$ cat src/rtl/iob_port_arbiter.sv
// Two-requester arbiter in front of a shared cache port, one outstanding transaction.
// Define IOB_ARB_RR_EN for round-robin on simultaneous requests; fixed m0 priority otherwise.
module iob_port_arbiter #(
   parameter int ADDR_W = 30,
   parameter int DATA_W = 32
) (
   input  logic                clk,
   input  logic                reset_n,
   input  logic                m0_valid_i,
   input  logic [ADDR_W-1:0]   m0_addr_i,
   input  logic [DATA_W-1:0]   m0_wdata_i,
   input  logic [DATA_W/8-1:0] m0_wstrb_i,
   output logic                m0_ready_o,
   output logic                m0_rvalid_o,
   output logic [DATA_W-1:0]   m0_rdata_o,
   input  logic                m1_valid_i,
   input  logic [ADDR_W-1:0]   m1_addr_i,
   input  logic [DATA_W-1:0]   m1_wdata_i,
   input  logic [DATA_W/8-1:0] m1_wstrb_i,
   output logic                m1_ready_o,
   output logic                m1_rvalid_o,
   output logic [DATA_W-1:0]   m1_rdata_o,
   output logic                s_valid_o,
   output logic [ADDR_W-1:0]   s_addr_o,
   output logic [DATA_W-1:0]   s_wdata_o,
   output logic [DATA_W/8-1:0] s_wstrb_o,
   input  logic                s_ready_i,
   input  logic                s_rvalid_i,
   input  logic [DATA_W-1:0]   s_rdata_i,
   output logic [1:0]          grant_o,
   output logic                busy_o
);

   typedef enum logic [1:0] {
      IDLE    = 2'd0,
      ISSUE   = 2'd1,
      WAIT_RD = 2'd2
   } state_t;

   state_t                state_q, state_d;
   logic                  owner_q;   // 1: m1 owns the transaction
   logic [ADDR_W-1:0]     addr_q;
   logic [DATA_W-1:0]     wdata_q;
   logic [DATA_W/8-1:0]   wstrb_q;
   logic                  any_valid;
   logic                  win_m1;

   assign any_valid = m0_valid_i | m1_valid_i;

`ifdef IOB_ARB_RR_EN
   logic rr_q;   // 1: favour m1 on a tie

   assign win_m1 = m1_valid_i & (~m0_valid_i | rr_q);

   always_ff @(posedge clk or negedge reset_n) begin
      if (!reset_n) begin
         rr_q <= 1'b0;
      end else if (state_q == IDLE && any_valid) begin
         rr_q <= ~win_m1;
      end
   end
`else
   assign win_m1 = m1_valid_i & ~m0_valid_i;
`endif

   always_ff @(posedge clk or negedge reset_n) begin
      if (!reset_n) begin
         state_q <= IDLE;
         owner_q <= 1'b0;
         addr_q  <= '0;
         wdata_q <= '0;
         wstrb_q <= '0;
      end else begin
         state_q <= state_d;
         if (state_q == IDLE && any_valid) begin
            owner_q <= win_m1;
            addr_q  <= win_m1 ? m1_addr_i  : m0_addr_i;
            wdata_q <= win_m1 ? m1_wdata_i : m0_wdata_i;
            wstrb_q <= win_m1 ? m1_wstrb_i : m0_wstrb_i;
         end
      end
   end

   always_comb begin
      state_d     = state_q;
      s_valid_o   = 1'b0;
      s_addr_o    = '0;
      s_wdata_o   = '0;
      s_wstrb_o   = '0;
      m0_ready_o  = 1'b0;
      m1_ready_o  = 1'b0;
      m0_rvalid_o = 1'b0;
      m1_rvalid_o = 1'b0;
      m0_rdata_o  = '0;
      m1_rdata_o  = '0;
      grant_o     = 2'b00;
      busy_o      = (state_q != IDLE);
      case (state_q)
         IDLE: begin
            if (any_valid) state_d = ISSUE;
         end
         ISSUE: begin
            grant_o    = {owner_q, ~owner_q};
            s_valid_o  = 1'b1;
            s_addr_o   = addr_q;
            s_wdata_o  = wdata_q;
            s_wstrb_o  = wstrb_q;
            m0_ready_o = ~owner_q & s_ready_i;
            m1_ready_o =  owner_q & s_ready_i;
            if (s_ready_i) state_d = (|wstrb_q) ? IDLE : WAIT_RD;
         end
         WAIT_RD: begin
            grant_o     = {owner_q, ~owner_q};
            m0_rvalid_o = ~owner_q & s_rvalid_i;
            m1_rvalid_o =  owner_q & s_rvalid_i;
            m0_rdata_o  = owner_q ? '0 : s_rdata_i;
            m1_rdata_o  = owner_q ? s_rdata_i : '0;
            if (s_rvalid_i) state_d = IDLE;
         end
         default: state_d = IDLE;
      endcase
   end

endmodule

$ cat config.mk
export PLATFORM = sky130hd
export DESIGN_NAME = iob_port_arbiter
export DESIGN_NICKNAME = d
export VERILOG_FILES = /design/src/rtl/iob_port_arbiter.sv
export SDC_FILE = /design/constraint.sdc
export NUM_CORES = 1
export LEC_CHECK = 0
export CORE_AREA = 5 5 161 86
export DETAILED_ROUTE_END_ITERATION = 16
export DIE_AREA = 0 0 166 91
export PLACE_DENSITY_LB_ADDON = 0.2
export SYNTH_ARGS = -nofsm -noshare
export SYNTH_HDL_FRONTEND = slang
export SYNTH_SLANG_ARGS = --single-unit
export TNS_END_PERCENT = 20
$ cat constraint.sdc
create_clock -name clk -period 1.84 [get_ports clk]
set_input_delay 0.184 -clock clk [delete_from_list [all_inputs] [get_ports clk]]
set_output_delay 0.184 -clock clk [all_outputs]
set_load 0.005 [all_outputs]
==> flow_summary_export.csv, run 1 <==
group,metric,value,unit
drt,dr.pass1.iters,4,
sta,clock_skew,6.098,ps
pwr,p_leak,3.812,nW
cells_and_area,final_common_cell,"clkdlybuf4s50_1",
clock_network,cts-root-buf,"clkbuf_16",
cells_and_area,antennaDiodeCount,0,
die,rows,29,
drt,drc,0,
critical_path,slowest_stage,"dfrtp_1",
die,start_util,34.07,%
critical_path,startpoint,"state_q[0]",
yosys,netlist_area,0.004190,sq mm
run,drv_cap,0,
drt,drtAntennaViolNets,0,
worst_hold_path,hp-class,"primary input to asynchronous set/reset pin",
yosys,synth-compound-area-share,8.480,%
sta,rsz0062_at_grt,"yes",
placed_design,hpwlAfterDp,12810,microns
pwr,vdd_ir_drop_max,0.0009391,V
global_route,grt_pass1_wl,25590,microns
critical_path,required,1660,ps
sta,min_period,1935,ps
yosys,yosysUniqueCellTypes,22,
global_route,antenna_found_initial,0,
critical_path,crit_cells,8,
critical_path,r2r_start,"state_q[0]",
sta,tightest_slew,467.2,ps
pwr,p_per_area,1235,mW/mm^2
clock_network,clkSinkCount,69,
die,boundaryPins,308,
outcome,violations,"negative setup slack",
placed_design,place_area,0.007511,sq mm
critical_path,worstPathArrival,1750,ps
drt,drt-initial-drc-count,156,
cells_and_area,fin_nets,961,
critical_path,path_delay_family,"buffers and inverters",
clock_network,cts_tree,"yes",
global_route,grt_pass1_vias,4533,
sta,final.setup.worst_slack,-95.20,ps
drt,wl_per_cell,17.28,microns
outcome,status,"complete, but fails checks",
yosys,yosys_warnings,0,
cells_and_area,area_growth,92.80,%
critical_path,r2r-end,"state_q[0]",
clock_network,cts_buffers,9,
yosys,synth_xor_area_share,0,%
critical_path,r2r_cells,6,
yosys,yosys.area_share.adder,1.493,%
global_route,grt_overflow,0,
cells_and_area,postLayoutCellArea,0.008079,sq mm
global_route,grt_start_max_net_pins,75,
cells_and_area,drive_gt1_share,20.99,%
sta,max_freq,0.5167,GHz
clock_network,htree_levels,3,
placed_design,io_buffers,307,
sta,hold_viol_final,0,
yosys,synth_top_family_by_area,"simple AND/OR/NAND/NOR gates",
sta,slew_violations,0,
yosys,synth.yosys.seq_area_share,41.21,%
yosys,synth-simple-area-share,26.87,%
critical_path,r2r_slack,-10,ps
cells_and_area,fin_cells,961,
die,fp.coreArea,0.01230,sq mm
yosys,syn_area_per_cell,9.031,sq um
sta,slew_headroom,68.85,%
clock_network,clk_latency,330,ps
sta,min_period_over_period,105.2,%
cells_and_area,post-route-util,65.68,%
drt,wl,16610,microns
drt,vias,4423,
die,die_w,166,microns
clock_network,path_clk_slew,60,ps
critical_path,cp.buffers_inverters,5,
placed_design,place.gp.congestion,0.8636,
yosys,synth_cells,464,
cells_and_area,mostFrequentLayoutCells,"clkdlybuf4s50_1, and2_1, dfrtp_1",
placed_design,dp.cells,920,
critical_path,crit_chain,"inv_2 > ha_4 > nor2b_4 > buf_6 > buf_6 > buf_4 > and2_1 > clkbuf_2",
sta,setup_viol,21,
critical_path,cp-end-kind,"primary output",
die,die_h,91,microns
global_route,grtUsageTotal,20.87,%
yosys,syn_nets,639,
yosys,synth.mux.area_fraction,16.27,%
critical_path,cpPeakStageDelay,400,ps
critical_path,cp-endpoint,"m0_rdata_o[22]",
critical_path,path_max_fanout,5,
clock_network,clk_path_buf_depth,2,
critical_path,critPathMostFrequentCell,"buf_6",
yosys,ys_ff_latch,69,
critical_path,cp-start-kind,"flop",
drt,via_per_inst,4.602,
die,dieArea,0.01511,sq mm
critical_path,worstSetupPathType,"flop to primary output",
[power by group]
group | internal, mW | total (mW) | switching, mW | leakage, nW
Sequential | 2.27 | 2.63 | 0.361 | 0.848
Clock | 1.40 | 2.05 | 0.647 | 0.172
Combinational | 2.82 | 5.29 | 2.47 | 2.79
Total | 6.49 | 9.97 | 3.48 | 3.81
[kinds of logic (layout without fill, tap and decap cells)]
| logic type | after synthesis | count (layout) |
|---|---|---|
| buffers and inverters | 44 | 371 |
| flip-flops | 69 | 69 |
| AO/OA/AOI/OAI | 70 | 70 |
| multiplexers | 68 | 68 |
| adder cells (fa/ha/maj) | 5 | 5 |
| AND/OR/NAND/NOR | 208 | 208 |
[synth_stat cells]
cell type	instances	area, sq um
a21oi_1	2	10.01
a222oi_1	1	10.01
and2_1	100	625.6
and3_1	34	212.7
buf_1	1	3.750
buf_2	9	45.04
buf_4	2	15.01
buf_6	1	11.26
buf_8	4	60.06
clkbuf_1	21	78.83
clkbuf_2	1	5.000
dfrtp_1	69	1727
ha_1	5	62.56
inv_1	5	18.77
mux2_2	1	11.26
mux2i_1	67	670.6
nand2_1	68	255.2
nor2_1	2	7.510
nor2b_1	3	18.77
nor4_1	1	6.260
o21ai_0	26	130.1
o21ai_1	41	205.2
[worst min path at each step]
| stage | startpoint | endpoint | slack, ps | cells after the start |
|---|---|---|---|---|
| after floorplan | reset_n | addr_q[0] | -110 | 0 |
| final | reset_n | wdata_q[12] | 340 | 2 |
| after CTS | reset_n | wdata_q[12] | 350 | 2 |
| after global placement | reset_n | wdata_q[20] | 130 | 1 |
| after global routing | reset_n | wdata_q[12] | 400 | 2 |
| after detailed placement | reset_n | wdata_q[12] | 130 | 1 |
[layer usage]
layer	global-route usage, %	part of all wire (%)	up-vias	wire [microns]
met4	4.324	1.4	0	227
met1	25.84	43	2026	7145
met2	35.75	48	179	7916
met5	0	0	-	0
li1	-	-	2197	-
met3	7.245	7.9	21	1317
[state kept, by name, summed over array words and instances, names as in the netlist]
signal and count:
state_q 2, owner_q 1, wstrb_q 4, addr_q 30, wdata_q 32
[cell type report]
class | count | area [sq um]
fillers | 989 | 4222
repair buffers | 350 | 3392
multi-input cells | 351 | 2370
flip-flops and latches | 69 | 1727
clock buffers | 11 | 252.7
well taps | 170 | 212.7
clock inverters | 5 | 106.4
inverters | 5 | 18.77
[repair_timing]
action / 4_1_cts / 5_1_grt
hold buffers: 1 / 0
hold endpoints to repair: 27 / 0
gates resized for setup: 243 / 211
pin swaps: 1 / 9
gates cloned: 3 / 1
setup buffers: 15 / 6
setup endpoints to repair: 138 / 137
[metrics by stage]
step                TNS, ps  hold slack (ps)  total power, mW  setup WS, ps
global placement          0            127.2            7.785         3.895
global route          -3522            396.8            10.74        -178.6
CTS                   -2507            352.7            9.694        -224.9
detailed placement   -178.2            133.4            7.943        -36.22
floorplan                 0           -111.6            4.898         223.0
finish               -849.9            343.2            9.974        -95.20
Power figures use the tool's default switching activity.
==> run 2, diff against run 1 <==
Settings changed: CORE_AREA 5 5 161 86 to 5 5 180 95, CTS_BUF_LIST set to sky130_fd_sc_hd__clkbuf_16, DIE_AREA 0 0 166 91 to 0 0 185 100.
==> flow_summary_export.csv, run 2 (synthesized netlist as in run 1, its figures left out) <==
group,metric,value,unit
global_route,grt_start_max_net_pins,45,
pwr,p_leak,4.176,nW
drt,wl_per_cell,15.22,microns
placed_design,hpwlAfterDp,11880,microns
die,boundaryPins,308,
cells_and_area,post-route-util,52.65,%
pwr,p_comb_share,53.9,%
cells_and_area,largest_register_ffs,32,
clock_network,path_clk_slew,60,ps
pwr,vdd_ir_drop_max,0.0006115,V
pwr,power.switching,3.390,mW
sta,final.setup.worst_slack,-96.91,ps
drt,wl,15310,microns
sta,min_period_over_period,105.3,%
cells_and_area,antennaDiodeCount,0,
sta,setup_viol,36,
pwr,seq_power_share,27.2,%
cells_and_area,largestRegisters,"wdata_q: 32 flops, addr_q: 30 flops, wstrb_q: 4 flops",
drt,dr.pass1.iters,4,
die,dieArea,0.01850,sq mm
pwr,p_per_area,1199,mW/mm^2
placed_design,io_buffers,307,
die,die_w,185,microns
sta,slew_headroom,60.50,%
critical_path,required,1660,ps
clock_network,cts_tree,"yes",
clock_network,clkSinkCount,69,
sta,clock_skew,6.713,ps
drt,vias,4292,
cells_and_area,regMostFlops,"wdata_q",
clock_network,htree_levels,3,
global_route,antenna_found_initial,0,
cells_and_area,final_common_cell,"clkdlybuf4s50_1",
pwr,p_int,6.213,mW
critical_path,worstSetupPathType,"flop to primary output",
cells_and_area,drive_gt1_share,25.31,%
clock_network,clk_path_buf_depth,2,
placed_design,dp_slack,-58.19,ps
drt,drtAntennaViolNets,0,
sta,slew_violations,0,
global_route,grtUsageTotal,15.72,%
die,die_h,100,microns
die,fp.coreArea,0.01521,sq mm
drt,via_per_inst,4.266,
clock_network,cts-root-buf,"clkbuf_16",
critical_path,cp-start-kind,"flop",
cells_and_area,mostFrequentLayoutCells,"clkdlybuf4s50_1, and2_1, dfrtp_1",
pwr,sw_frac_of_total,35.30,%
sta,tightest_slew,592.5,ps
pwr,p_clk_share,18.9,%
clock_network,cts_buffers,9,
outcome,violations,"negative setup slack",
global_route,grt_overflow,0,
global_route,grt_pass1_vias,4419,
critical_path,worstPathArrival,1750,ps
global_route,grt_pass1_wl,23220,microns
critical_path,cp-end-kind,"primary output",
run,drv_cap,0,
sta,min_period,1937,ps
cells_and_area,fin_nets,973,
sta,max_freq,0.5163,GHz
placed_design,place.gp.congestion,0.8088,
die,start_util,27.54,%
worst_hold_path,hp-class,"primary input to asynchronous set/reset pin",
drt,drc,0,
sta,hold_viol_final,0,
outcome,status,"complete, but fails checks",
clock_network,clk_latency,320,ps
critical_path,path_max_fanout,3,
drt,drt-initial-drc-count,93,
cells_and_area,area_growth,91.16,%
sta,rsz0062_at_grt,"yes",
die,rows,32,
[run 2: cell count changes in the layout (fill, tap and decap cells not counted), moves of 2 or more]
cell | before | now
dlygate4sd2_1 | 9 | 6
buf_2 | 9 | 25
buf_4 | 12 | 18
and2_4 | 27 | 18
dlymetal6s2s_1 | 3 | 22
clkbuf_8 | 2 | 0
and2_1 | 73 | 82
clkbuf_2 | 39 | 64
clkdlybuf4s15_1 | 56 | 5
[run 2: critical path, cell delays in order, from the launching register on]
cell and delay, ps:
dfrtp_1 370, inv_2 60, ha_4 160, nor2b_4 130
buf_6 120, buf_6 110, buf_4 120, buf_4 120
and2_1 140, clkbuf_2 100
[run 2: final cells by class]
class | instances | area (sq um)
clock buffer | 9 | 225.2
clock inverter | 6 | 88.84
fill | 1426 | 7204
inverter | 5 | 21.27
multi-input combinational | 351 | 2337
sequential | 69 | 1727
tap | 204 | 255.2
timing repair buffer | 362 | 3356
[run 2: final timing paths]
check | cells past startpoint | from | slack, ps | end
worst max-delay path | 9 | state_q[0] | -100 | m0_rvalid_o
worst min-delay path | 2 | reset_n | 430 | addr_q[16]
worst max register to register | 6 | state_q[0] | 10 | state_q[0]
worst min register to register | 2 | addr_q[3] | 470 | addr_q[3]
max in group asynchronous | 3 | reset_n | 860 | wdata_q[21]
min in group clk | 2 | addr_q[3] | 470 | addr_q[3]
[run 2: layer usage]
metal  GRT usage, %  wire length, microns
met3          3.874                   872
met1          16.39                  5706
met2          31.68                  8514
met5              0                     0
met4          3.664                   221
[run 2: stage by stage]
stage	std cells	hold WS (ps)	cell area, sq um	setup TNS, ps	power (mW)
6_report	1006	425.7	8010	-1703	9.602
3_3_place_gp	960	236.5	7599	-162.4	8.003
5_1_grt	1006	479.6	8010	-5577	10.43
4_1_cts	1001	422.5	8080	-7190	9.781
2_1_floorplan	464	-111.6	4190	0	4.898
3_5_place_dp	960	238.7	7599	-739.5	8.079
[run 2: what timing repair did]
item / CTS / global route
setup buffers: 20 / 4
hold buffers: 1 / 0
cloned: 5 / 1
hold endpoints to repair: 43 / 0
resized for setup: 302 / 165
pin swaps: 19 / 2
setup endpoints to repair: 138 / 124
[run 2: power groups by stage]
stage / Combinational, mW / Clock (mW) / Sequential [mW]
floorplan: 2.36 / 0 / 2.53
global placement: 5.40 / 0 / 2.60
detailed placement: 5.44 / 0 / 2.64
CTS: 5.28 / 1.88 / 2.62
global route: 5.77 / 1.95 / 2.72
finish: 5.18 / 1.81 / 2.61
==> run 3, diff against run 2 <==
Settings changed: ABC_CLOCK_PERIOD_IN_PS set to 1840, CAP_MARGIN set to 20, CORE_AREA 5 5 180 95 to 5 5 129 131, DIE_AREA 0 0 185 100 to 0 0 134 136.
==> flow_summary_export.csv, run 3 (synthesized netlist as in run 1, its figures left out) <==
group,metric,value,unit
pwr,power.switching,3.458,mW
critical_path,critPathMostFrequentCell,"buf_4",
critical_path,required,1660,ps
global_route,grt_overflow,0,
pwr,p_comb_share,53.5,%
drt,drtAntennaViolNets,0,
run,drv_cap,0,
pwr,sw_frac_of_total,34.90,%
placed_design,io_buffers,307,
cells_and_area,mostFrequentLayoutCells,"clkdlybuf4s50_1, and2_1, dfrtp_1",
cells_and_area,fillers,1477,
sta,tightest_slew,463.8,ps
clock_network,htree_levels,3,
clock_network,clkSinkCount,69,
critical_path,cpPeakStageDelay,390,ps
die,rows,46,
clock_network,path_clk_slew,60,ps
critical_path,r2r_cells,5,
critical_path,r2r-end,"state_q[0]",
cells_and_area,regMostFlops,"wdata_q",
cells_and_area,fin_nets,960,
cells_and_area,largest_register_ffs,32,
sta,slew_headroom,69.08,%
global_route,antenna_found_initial,1,
global_route,grtUsageTotal,16.77,%
critical_path,r2r_slack,10,ps
clock_network,clk_latency,330,ps
sta,min_period_over_period,112.9,%
die,fp.coreArea,0.01548,sq mm
global_route,grt_start_max_net_pins,79,
cells_and_area,post-route-util,53.02,%
cells_and_area,largestRegisters,"wdata_q: 32 flops, addr_q: 30 flops, wstrb_q: 4 flops",
die,die_h,136,microns
global_route,grt_pass1_vias,4577,
pwr,p_leak,4.634,nW
drt,drc,0,
drt,vias,4434,
sta,rsz0062_at_grt,"yes",
worst_hold_path,hp-class,"primary input to asynchronous set/reset pin",
sta,clock_skew,6.728,ps
pwr,seq_power_share,26.8,%
critical_path,slowest_stage,"dfrtp_1",
die,die_w,134,microns
placed_design,place.gp.congestion,0.8203,
cells_and_area,area_growth,95.91,%
die,dieArea,0.01822,sq mm
sta,hold_viol_final,0,
sta,final.setup.worst_slack,-237.2,ps
critical_path,cp-end-kind,"primary output",
critical_path,worstPathArrival,1890,ps
pwr,p_int,6.450,mW
pwr,p_per_area,1207,mW/mm^2
clock_network,clk_path_buf_depth,2,
outcome,violations,"negative setup slack",
pwr,total_power,9.908,mW
sta,slew_violations,0,
die,start_util,27.06,%
clock_network,cts-root-buf,"clkbuf_16",
drt,drt-initial-drc-count,104,
pwr,vdd_ir_drop_max,0.0005104,V
global_route,grt_pass1_wl,24140,microns
outcome,status,"complete, but fails checks",
drt,dr.pass1.iters,4,
die,boundaryPins,308,
critical_path,crit_chain,"inv_2 > ha_4 > nor2b_4 > buf_4 > buf_6 > buf_4 > and2_1 > dlygate4sd2_1",
cells_and_area,fin_cells,983,
sta,setup_viol,41,
placed_design,dp.cells,940,
critical_path,path_max_fanout,5,
clock_network,cts_tree,"yes",
sta,setup_tns,-3586,ps
placed_design,dp_slack,-2.538,ps
drt,via_per_inst,4.511,
placed_design,hpwlAfterDp,12540,microns
cells_and_area,final_common_cell,"clkdlybuf4s50_1",
sta,min_period,2077,ps
drt,wl,16820,microns
critical_path,worstSetupPathType,"flop to primary output",
pwr,p_clk_share,19.7,%
critical_path,cp-start-kind,"flop",
cells_and_area,drive_gt1_share,15.57,%
critical_path,r2r_start,"state_q[1]",
clock_network,cts_buffers,9,
sta,max_freq,0.4814,GHz
drt,wl_per_cell,17.11,microns
run 3: worst max-delay path, delay by kind of cell, from the launching register on:
family        cells  cell delay (ps)
simple gates      2              350
buf+inv           5              700
flops             1              390
fa+ha+maj         1              130
run 3: cell type report:
class / instances / area, sq um / share of cell area, %
timing repair buffer: 349 / 3567 / 43.45
multi-input combinational: 351 / 2315 / 28.20
sequential: 69 / 1727 / 21.03
tap: 192 / 240.2 / 2.926
clock buffer: 9 / 225.2 / 2.743
clock inverter: 7 / 113.9 / 1.387
inverter: 5 / 18.77 / 0.2286
antenna: 1 / 2.502 / 0.03048
run 3: worst max-delay path by stage:
stage	slack, ps	from	depth (start not counted)	end
after floorplan	220	state_q[0]	4	state_q[0]
after global placement	30	state_q[1]	5	s_wdata_o[12]
after detailed placement	-3	state_q[1]	5	s_addr_o[1]
after CTS	-320	state_q[0]	5	m1_rdata_o[31]
after global routing	-300	state_q[0]	8	m0_rdata_o[19]
final	-240	state_q[0]	8	m0_rdata_o[19]
run 3: timing repair:
item	4_1_cts	5_1_grt
setup buffers	4	16
endpoints found under the hold margin	32	0
hold buffers	1	0
pin swaps	0	1
cloned	3	3
gates resized for setup	139	143
setup endpoints to repair	138	136
run 3: per-layer routing:
layer / share of wire, % / vias to the layer above / GRT usage [%]
li1: - / 2190 / -
met1: 36 / 2035 / 17.20
met2: 54 / 188 / 32.48
met3: 7.8 / 21 / 5.588
met4: 1.8 / 0 / 4.457
met5: 0 / - / 0
run 3: power by group through the flow:
stage	sequential (mW)	combinational, mW	clock [mW]
finish	2.66	5.30	1.95
global route	2.75	5.88	2.08
CTS	2.66	5.32	2.00
detailed placement	2.67	5.29	0
global placement	2.64	5.20	0
floorplan	2.53	2.36	0
run 3: per-stage QoR:
| stage | cell area, sq um | hold slack (ps) |
|---|---|---|
| 2_1_floorplan | 4190 | -111.6 |
| 3_3_place_gp | 7511 | 161.5 |
| 3_5_place_dp | 7511 | 163.5 |
| 4_1_cts | 7961 | 374.2 |
| 5_1_grt | 8209 | 414.2 |
| 6_report | 8209 | 372.0 |
